===== config.mk =====
export PLATFORM = sky130hd
export DESIGN_NAME = switch_allocator
export DESIGN_NICKNAME = d
export VERILOG_FILES = /design/src/rtl/switch_allocator.sv
export SDC_FILE = /design/constraint.sdc
export NUM_CORES = 1
export LEC_CHECK = 0
export CORE_MARGIN = 5
export CORE_UTILIZATION = 59
export DETAILED_ROUTE_END_ITERATION = 10
export PLACE_DENSITY = 0.84
export SLEW_MARGIN = 20
export SYNTH_ARGS = -nofsm -noshare
export SYNTH_HDL_FRONTEND = slang
export SYNTH_SLANG_ARGS = --single-unit

===== constraint.sdc =====
create_clock -name CLK -period 6.9 [get_ports CLK]
set_clock_uncertainty 0.05 [all_clocks]
set_input_delay 2.07 -clock CLK [delete_from_list [all_inputs] [get_ports CLK]]
set_output_delay 2.07 -clock CLK [all_outputs]
set_load 0.03 [all_outputs]

===== src/rtl/switch_allocator.sv =====
// Per-outport wormhole allocator: round-robin arbitration among input buffers,
// then locks the winning buffer onto the outport for the packet's flit count.
module switch_allocator #(
  parameter int NUM_BUFFERS  = 4,
  parameter int NUM_OUTPORTS = 4,
  parameter int LEN_W        = 8
) (
  input  logic                                       CLK,
  input  logic                                       RST,
  input  logic [NUM_BUFFERS-1:0]                     req_valid,
  input  logic [NUM_BUFFERS*$clog2(NUM_OUTPORTS)-1:0] req_outport,
  input  logic [NUM_BUFFERS*LEN_W-1:0]               req_len,
  input  logic [NUM_OUTPORTS-1:0]                    flit_sent,
  output logic [NUM_OUTPORTS*$clog2(NUM_BUFFERS)-1:0] out_sel,
  output logic [NUM_OUTPORTS-1:0]                    out_valid,
  output logic [NUM_BUFFERS-1:0]                     grant,
  output logic [NUM_BUFFERS-1:0]                     busy
);

  localparam int OP_W  = $clog2(NUM_OUTPORTS);
  localparam int BUF_W = $clog2(NUM_BUFFERS);

  typedef enum logic {IDLE = 1'b0, LOCKED = 1'b1} state_t;

  state_t            state_r     [NUM_OUTPORTS];
  state_t            state_s     [NUM_OUTPORTS];
  logic [BUF_W-1:0]  rr_ptr_r    [NUM_OUTPORTS];
  logic [BUF_W-1:0]  rr_ptr_s    [NUM_OUTPORTS];
  logic [LEN_W-1:0]  remaining_r [NUM_OUTPORTS];
  logic [LEN_W-1:0]  remaining_s [NUM_OUTPORTS];
  logic [BUF_W-1:0]  sel_r       [NUM_OUTPORTS];
  logic [BUF_W-1:0]  sel_s       [NUM_OUTPORTS];
  logic [NUM_BUFFERS-1:0] cand_s [NUM_OUTPORTS];
  logic              win_found_s [NUM_OUTPORTS];
  logic [BUF_W-1:0]  win_idx_s   [NUM_OUTPORTS];
  logic [NUM_BUFFERS-1:0] grant_r, grant_s;
  logic [NUM_BUFFERS-1:0] busy_r, busy_s;

  // Buffer index reached after stepping off positions from base, wrapping at NUM_BUFFERS
  function automatic int wrap_idx(input int base, input int off);
    int sum;
    sum = base + off;
    return (sum >= NUM_BUFFERS) ? (sum - NUM_BUFFERS) : sum;
  endfunction

  // Candidate mask per outport: valid, targeting this outport, and not already busy
  always_comb begin
    for (int p = 0; p < NUM_OUTPORTS; p++) begin
      for (int b = 0; b < NUM_BUFFERS; b++) begin
        cand_s[p][b] = req_valid[b] && !busy_r[b] &&
                       (req_outport[b*OP_W +: OP_W] == OP_W'(p));
      end
    end
  end

  // Round-robin search from rr_ptr; the first hit in search order wins
  always_comb begin
    for (int p = 0; p < NUM_OUTPORTS; p++) begin
      win_found_s[p] = 1'b0;
      win_idx_s[p]   = '0;
      for (int off = 0; off < NUM_BUFFERS; off++) begin
        win_idx_s[p]   = (cand_s[p][wrap_idx(int'(rr_ptr_r[p]), off)] && !win_found_s[p])
                         ? BUF_W'(wrap_idx(int'(rr_ptr_r[p]), off)) : win_idx_s[p];
        win_found_s[p] = win_found_s[p] | cand_s[p][wrap_idx(int'(rr_ptr_r[p]), off)];
      end
    end
  end

  // Per-outport IDLE/LOCKED next state, lock bookkeeping and grant/busy updates
  always_comb begin
    grant_s = '0;
    busy_s  = busy_r;
    for (int p = 0; p < NUM_OUTPORTS; p++) begin
      state_s[p]     = state_r[p];
      rr_ptr_s[p]    = rr_ptr_r[p];
      remaining_s[p] = remaining_r[p];
      sel_s[p]       = sel_r[p];
      case (state_r[p])
        IDLE: begin
          if (win_found_s[p]) begin
            state_s[p]     = LOCKED;
            sel_s[p]       = win_idx_s[p];
            remaining_s[p] = (req_len[int'(win_idx_s[p])*LEN_W +: LEN_W] == '0)
                             ? LEN_W'(1) : req_len[int'(win_idx_s[p])*LEN_W +: LEN_W];
            rr_ptr_s[p]    = (win_idx_s[p] == BUF_W'(NUM_BUFFERS-1))
                             ? '0 : win_idx_s[p] + BUF_W'(1);
            grant_s[win_idx_s[p]] = 1'b1;
            busy_s[win_idx_s[p]]  = 1'b1;
          end else begin
            state_s[p] = IDLE;
          end
        end
        LOCKED: begin
          // Requests are not arbitrated while locked, so release leaves a one-cycle bubble
          if (flit_sent[p]) begin
            remaining_s[p] = remaining_r[p] - LEN_W'(1);
            if (remaining_r[p] == LEN_W'(1)) begin
              state_s[p]         = IDLE;
              busy_s[sel_r[p]]   = 1'b0;
            end else begin
              state_s[p] = LOCKED;
            end
          end else begin
            state_s[p] = LOCKED;
          end
        end
        default: begin
          state_s[p] = IDLE;
        end
      endcase
    end
  end

  // State and output registers; reset drops every lock
  always_ff @(posedge CLK) begin
    if (RST) begin
      for (int p = 0; p < NUM_OUTPORTS; p++) begin
        state_r[p]     <= IDLE;
        rr_ptr_r[p]    <= '0;
        remaining_r[p] <= '0;
        sel_r[p]       <= '0;
      end
      grant_r <= '0;
      busy_r  <= '0;
    end else begin
      for (int p = 0; p < NUM_OUTPORTS; p++) begin
        state_r[p]     <= state_s[p];
        rr_ptr_r[p]    <= rr_ptr_s[p];
        remaining_r[p] <= remaining_s[p];
        sel_r[p]       <= sel_s[p];
      end
      grant_r <= grant_s;
      busy_r  <= busy_s;
    end
  end

  assign grant = grant_r;
  assign busy  = busy_r;

  for (genvar g = 0; g < NUM_OUTPORTS; g++) begin : g_out
    assign out_sel[g*BUF_W +: BUF_W] = sel_r[g];
    assign out_valid[g]              = (state_r[g] == LOCKED);
  end

endmodule


==> impl_results.md, run 1 <==
- Pint: 0.819 mW
- Post_cts resized: 0
- Normalized max-slew margin: 31.7%
- Synth Area in Adders: 5.56%
- Final layout net count: 828
- CP startpoint: req_outport[5]
- Post-Synth Simple-Gate Area: 23.4%
- P_sw: 0.636 mW
- Longest Clk Path Bufs: 2
- Sw Ratio: 43.7%
- Cells after DPL: 854
- Cell row count: 35
- Die Y: 106 um
- Post-synth top cells: o211ai_1, dfxtp_1, nand2_1
- Yosys warns: 0
- CP max FO: 18
- RSZ-0062 raised after global routing: no
- Synthesized area: 0.00540 mm^2
- Via count: 6096
- Worst hold start: remaining_r[0][6]
- Crit share post-route: 76.6%
- Setup Buffers After CTS: 0
- GRT overflow: 0
- Ratio of cells with drive above 1 in the final layout: 7.11%
- Fillers: 777
- H-tree Lvls: 3
- Synth Flop Type: dfxtp_1
- Worst-Skew Late Latency: 0.36 ns
- Placed Area: 0.00608 mm^2
- Core Box Area: 0.00906 mm^2
- Number of setup violations in the final report: 0
- Buffers on Ports: 69
- Largest stage delay, worst path: 0.77 ns
- Final Max Tran Viols: 0
- Diodes inserted: 0
- First-pass GRT wire length: 30.3 mm
- Design Area, Final: 0.00627 mm^2
- Post-route antenna net violation count: 0
- Number of top-level pins: 70
- Clock Root Buffer: clkbuf_8
- Worst IR Drop VDD: 0.000127 V
- Wire length per cell after detailed routing: 21.5 um
- WP data required: 7.08 ns
- Hold_buf cts: 0
- Outcome: finished clean
- Slowest library cell on the worst path: o22ai_1
- CTS tree: yes
- Pwr Total: 1.46 mW
- Syn Inst Count: 713
- Total GRT Usage: 33.5%
- Compound-Gate Fraction of Synth Area: 38.5%
- Netlist cell types: 76
- Seq/Total Area, Yosys: 22.2%
- Main combinational cell family by area after synthesis: compound AO/OA/AOI/OAI gates
- Crit. End Element: flop
- Worst-path cell chain: clkdlybuf4s50_1, nand4bb_1, o22ai_1, o22a_1, inv_2, ha_1, a222oi_1, o21ai_0, nand2_1, a21oi_1
- Area contributors post-synth: dfxtp_1, o211ai_1, ha_1
- Register share of total power: 32.8%
- Clock power share: 21.3%
- Die area: 0.0112 mm^2
- Largest net degree at the start of global routing: 61
- Comb power frac: 45.9%
- Layout area overhead: 16.2%
- Syn Area/Cell: 7.57 um^2
- Async SR Flop Fraction: 0%
- DIE WIDTH: 106 um
- DRC viols: 0
- Crit path kind: input port to flop
- Initial antenna violation count: 0
- Fin cells: 870
- Number of flops mapped to enable cells by yosys: 0
- Buf+Inv Stages, Crit Path: 2
- Yosys top cell area share: 22.2%
- Via-to-Cell Ratio: 7.01
- HPWL Detailed: 13.8 mm
- PwrDens: 232 mW/mm^2
- Clk sinks: 60
- CP arrival: 5.46 ns
- Cell accounting for the most synthesized area: dfxtp_1
- Family with the most delay on the worst path: compound AO/OA/AOI/OAI gates
- Seq cells post-synth: 60
- Leakage: 2.28 nW
- Num CTS Buffers: 9
- Syn Nets: 787
- Hold WS: 0.439 ns
- Most frequent cell after synthesis: o211ai_1
- Drt pass-1 iters: 6
- Min cycle time layout: 5.29 ns
- Achievable clock frequency: 0.189 GHz
- Clock Pin Slew Worst Setup and Hold Paths: 0.08 ns
- Number of DRC markers after the initial detailed-route iteration: 898
- Mux cell area share after synthesis: 2.62%
- Slew @ Worst Pin: 1.02 ns
- WL final: 18.7 mm
- Reg2reg start: busy[1]
- Final Hold Vio Count: 0
- Hold Path Class: flop to flop
- Setup TNS: 0 ns
- Routability cong.: 0.972
- # Max-Cap Violations: 0
- Initial Utilization: 59.6%
- Vias in the first global route: 5693
- Startpoint Class: input port
- Post-Synth XOR/XNOR Area: 0.162%
power by group through the flow:
stage / Clock (mW) / Sequential [mW] / Combinational, mW
CTS: 0.308 / 0.475 / 0.653
global placement: 0 / 0.478 / 0.628
global route: 0.326 / 0.488 / 0.729
detailed placement: 0 / 0.482 / 0.648
floorplan: 0 / 0.482 / 0.451
finish: 0.310 / 0.477 / 0.669
flip-flops by register name, indices dropped and copies added, names as in the netlist:
signal	flops
remaining_r	32
rr_ptr_r	8
grant	4
busy	4
sel_r	8
state_r	4
cell families (layout without fill, tap and decap cells):
| logic type | Yosys count | count (layout) |
|---|---|---|
| DFF | 60 | 60 |
| and+or+nand+nor | 226 | 226 |
| muxes | 14 | 14 |
| xor gates and xnor gates | 1 | 1 |
| AOI/OAI and AO/OA | 286 | 286 |
| buffers and inverters | 102 | 148 |
| adders and majority gates | 24 | 24 |
final timing paths:
check,end,slack (ns),cells after the start
setup / recovery,busy[1],1.61,10
hold / removal,remaining_r[0][6],0.44,2
setup reg to reg,busy[1],3.42,9
hold reg to reg,remaining_r[0][6],0.44,2
layer usage:
layer / up-vias / share of wire [%] / GRT usage (%)
met1: 2818 / 40 / 43.2
met3: 77 / 8.5 / 6.61
met4: 0 / 5.2 / 15.1
met2: 367 / 46 / 54.1
li1: 2834 / - / -
met5: - / 0 / 0
metrics by stage:
| stage | setup slack (ns) | util (%) |
|---|---|---|
| after floorplan | 2.57 | - |
| after global placement | 1.53 | 67.1 |
| after detailed placement | 1.31 | 67.1 |
| after CTS | 1.68 | 69.1 |
| after global routing | 1.41 | 69.2 |
| final | 1.61 | 69.2 |
worst register-to-register path, stage by stage (launching register included):
cell and delay (ns):
dfxtp_1 0.50, and4bb_2 0.32, o22ai_1 0.70, o22a_1 0.68
inv_2 0.19, ha_1 0.26, a222oi_1 0.35, o21ai_0 0.14
nand2_1 0.08, a21oi_1 0.06
cell type report:
class                   count  area [um^2]  area share, %
clock buffers              11          151           2.41
clock inverters             5         36.3          0.578
flip-flops and latches     60         1200           19.2
inverters                  56          210           3.35
well taps                 111          139           2.21
multi-input cells         551         3790           60.5
repair buffers             76          741           11.8
cells in the final DEF (no fill, tap or decap), types with 21 or more instances in the layout:
master | synthesis | layout
a21oi_1 | 48 | 48
a22oi_1 | 21 | 21
clkdlybuf4s50_1 | 0 | 68
dfxtp_1 | 60 | 60
ha_1 | 24 | 24
inv_1 | 50 | 50
nand2_1 | 56 | 56
nand3_1 | 24 | 24
nor2_1 | 50 | 50
o211ai_1 | 75 | 75
o21ai_0 | 26 | 26
o221ai_1 | 29 | 29
Note: power is estimated with default switching activity, not from simulation.
==> run 2, diff against run 1 <==
--- a/config.mk
+++ b/config.mk
@@ -6,9 +6,9 @@
 export NUM_CORES = 1
 export LEC_CHECK = 0
 export CORE_MARGIN = 5
-export CORE_UTILIZATION = 59
+export CORE_UTILIZATION = 51
 export DETAILED_ROUTE_END_ITERATION = 10
-export PLACE_DENSITY = 0.84
+export PLACE_DENSITY = 0.78
 export SLEW_MARGIN = 20
 export SYNTH_ARGS = -nofsm -noshare
 export SYNTH_HDL_FRONTEND = slang
==> constraint.sdc (replaced) <==
create_clock -name CLK -period 4.45 [get_ports CLK]
set_clock_uncertainty 0.05 [all_clocks]
set_input_delay 1.335 -clock CLK [delete_from_list [all_inputs] [get_ports CLK]]
set_output_delay 1.335 -clock CLK [all_outputs]
set_load 0.03 [all_outputs]
==> run 2 against run 1 <==
Setup slack worse by 1.3 ns. Clock-buffer cell count is 1 lower. Register-to-register slack worse by 2.0 ns. Utilization is 6.7 points lower. Via count is 2.3% higher. Sequential share of layout area is 0.52 points lower. Critical path depth is 1 lower. Total power is 60% higher. Largest cell class unchanged. Highest routed layer unchanged.
==> impl_results.md, run 2 (synthesis gave the netlist of run 1 again) <==
- Outcome: finished clean
- RSZ-0062 raised after global routing: no
- CP startpoint: req_outport[1]
- Final Util: 62.5% (-6.7 points)
- Number of DRC markers after the initial detailed-route iteration: 696 (-22%)
- DRC viols: 0 (unchanged)
- Commonest non-fill, non-tap cells in the layout: o211ai_1, clkdlybuf4s50_1, dfxtp_1, nand2_1
- Most common cell after layout, fill and taps aside: o211ai_1
- Sw Ratio: 43.1% (-0.57 points)
- PwrDens: 362 mW/mm^2 (+56%)
- Buffers on Ports: 69 (unchanged)
- Hold Path Class: flop to flop
- Number of setup violations in the final report: 0 (unchanged)
- Ratio of cells with drive above 1 in the final layout: 9.15% (+2.0 points)
- Final Hold Vio Count: 0 (unchanged)
- Final layout net count: 845 (+2.1%)
- Comb power frac: 46.5% (+0.6 points)
- Largest stage delay, worst path: 0.60 ns (-0.17 ns)
- Clock Pin Slew Worst Setup and Hold Paths: 0.07 ns (about the same)
- Worst-Skew Late Latency: 0.36 ns (about the same)
- Crit share post-route: 92.2%
- Biggest regs: remaining_r (32), rr_ptr_r (8), sel_r (8)
- Achievable clock frequency: 0.244 GHz
- Clk sinks: 60 (unchanged)
- CP max FO: 11 (-7)
- Post-route antenna net violation count: 0 (unchanged)
- CTS tree: yes
- Via-to-Cell Ratio: 6.84 (-2.4%)
- Design Area, Final: 0.00645 mm^2 (+2.8%)
- Slew @ Worst Pin: 0.860 ns (-0.158 ns)
- GRT overflow: 0 (unchanged)
- Hold WS: 0.449 ns (+0.0102 ns)
- Vias in the first global route: 5862 (+3.0%)
- First-pass GRT wire length: 30.7 mm (+1.4%)
- Post_cts resized: 0 (unchanged)
- Fin cells: 912 (+4.8%)
- Placed Area: 0.00624 mm^2 (+2.6%)
- CP dominant cell by count: o21ai_0
- Largest register FFs: 32 (unchanged)
- Slowest library cell on the worst path: o32ai_4
- Worst hold start: remaining_r[2][6]
- Min cycle time layout: 4.10 ns
- Layout area overhead: 19.4%
- Buf+Inv Stages, Crit Path: 1 (-1)
- # Max-Cap Violations: 0 (unchanged)
- HPWL Detailed: 14.5 mm (+5.1%)
- Cell row count: 37 (+5.7%)
- Reg2reg start: busy[0]
- Family with the most delay on the worst path: compound AO/OA/AOI/OAI gates
- WL final: 19.6 mm (+4.8%)
- Core Box Area: 0.0103 mm^2 (+14%)
- Worst-path cell chain: clkdlybuf4s50_1, nor4b_2, a211oi_2, o32ai_4, ha_1, a22oi_1, o21ai_0, o21ai_0, a221oi_1
- Fillers: 929 (+20%)
- Register share of total power: 31.4% (-1.4 points)
- Via count: 6234 (+2.3%)
- Largest register by flop count: remaining_r
- Die area: 0.0127 mm^2 (+14%)
- Multi-input logic area: 0.00380 mm^2 (about the same)
- Num CTS Buffers: 9 (unchanged)
- Drt pass-1 iters: 6 (unchanged)
- Crit. End Element: flop
- Longest Clk Path Bufs: 2 (unchanged)
- Hold_buf cts: 0 (unchanged)
- Worst IR Drop VDD: 0.000211 V (+66%)
- Leakage: 2.38 nW (+4.2%)
- Cells after DPL: 896 (+4.9%)
- Setup TNS: 0 ns (unchanged)
- Register-to-register setup slack: 1.41 ns (-2.01 ns)
- WP data required: 4.65 ns (-2.43 ns)
- Initial antenna violation count: 0 (unchanged)
- Clock power share: 22.2% (+0.9 points)
- Total GRT Usage: 29.5% (-4.1 points)
- Number of top-level pins: 70 (unchanged)
- Startpoint Class: input port
- Diodes inserted: 0 (unchanged)
- DIE WIDTH: 113 um (+6.8%)
- Setup Buffers After CTS: 0 (unchanged)
- Largest net degree at the start of global routing: 61 (unchanged)
- Initial Utilization: 52.3% (-7.3 points)
- P_sw: 1.01 mW (+58%)
- Wire length per cell after detailed routing: 21.5 um (about the same)
- Register Area: 0.00120 mm^2 (unchanged)
- H-tree Lvls: 3 (unchanged)
- Routability cong.: 0.973 (+0.12%)
- Crit path kind: input port to flop
- Pint: 1.33 mW (+62%)
- CP arrival: 4.30 ns (-1.16 ns)
- Clock Root Buffer: clkbuf_8
- Normalized max-slew margin: 42.7% (+11 points)
- Final Max Tran Viols: 0 (unchanged)
- Die Y: 113 um (+6.8%)
[run 2: changes by cell type in the layout (fill, tap and decap cells not counted), sizes merged]
cell	change
clkinv	+1
clkinvlp	-1
bufinv	+1
buf	+17
clkbuf	-1
[run 2: final cells by class]
| type | count | share of cell area, % |
|---|---|---|
| Multi-Input combinational cell | 551 | 58.9 |
| Sequential cell | 60 | 18.6 |
| Timing Repair Buffer | 93 | 13.5 |
| Inverter | 56 | 3.26 |
| Tap cell | 136 | 2.64 |
| Clock buffer | 10 | 2.13 |
| Clock inverter | 6 | 0.990 |
[run 2: layer usage]
layer / GRT usage, % / wire length [um]
met1: 37.3 / 8130
met2: 50.8 / 9480
met3: 4.22 / 1370
met4: 11.1 / 618
met5: 0 / 0
[run 2: final timing paths]
kind,to,depth (start not counted)
max,busy[0],9
min,remaining_r[2][6],2
max reg2reg,busy[0],8
min reg2reg,remaining_r[2][6],2
[run 2: through the flow]
stage	power, mW	setup WS [ns]
after global placement	1.75	0.00272
after CTS	2.31	0.195
after floorplan	1.45	0.859
final	2.34	0.348
after detailed placement	1.79	-0.154
after global routing	2.47	0.223
[run 2: power by group through the flow]
stage | clock network, mW | registers, mW | logic [mW]
finish | 0.518 | 0.733 | 1.09
global route | 0.551 | 0.747 | 1.17
CTS | 0.522 | 0.727 | 1.06
detailed placement | 0 | 0.739 | 1.05
global placement | 0 | 0.732 | 1.02
floorplan | 0 | 0.747 | 0.699
[run 2: tightest hold or removal path, stage by stage (launching register included)]
cell	delay, ns
dfxtp_1	0.33
nand2_1	0.06
a21oi_1	0.06
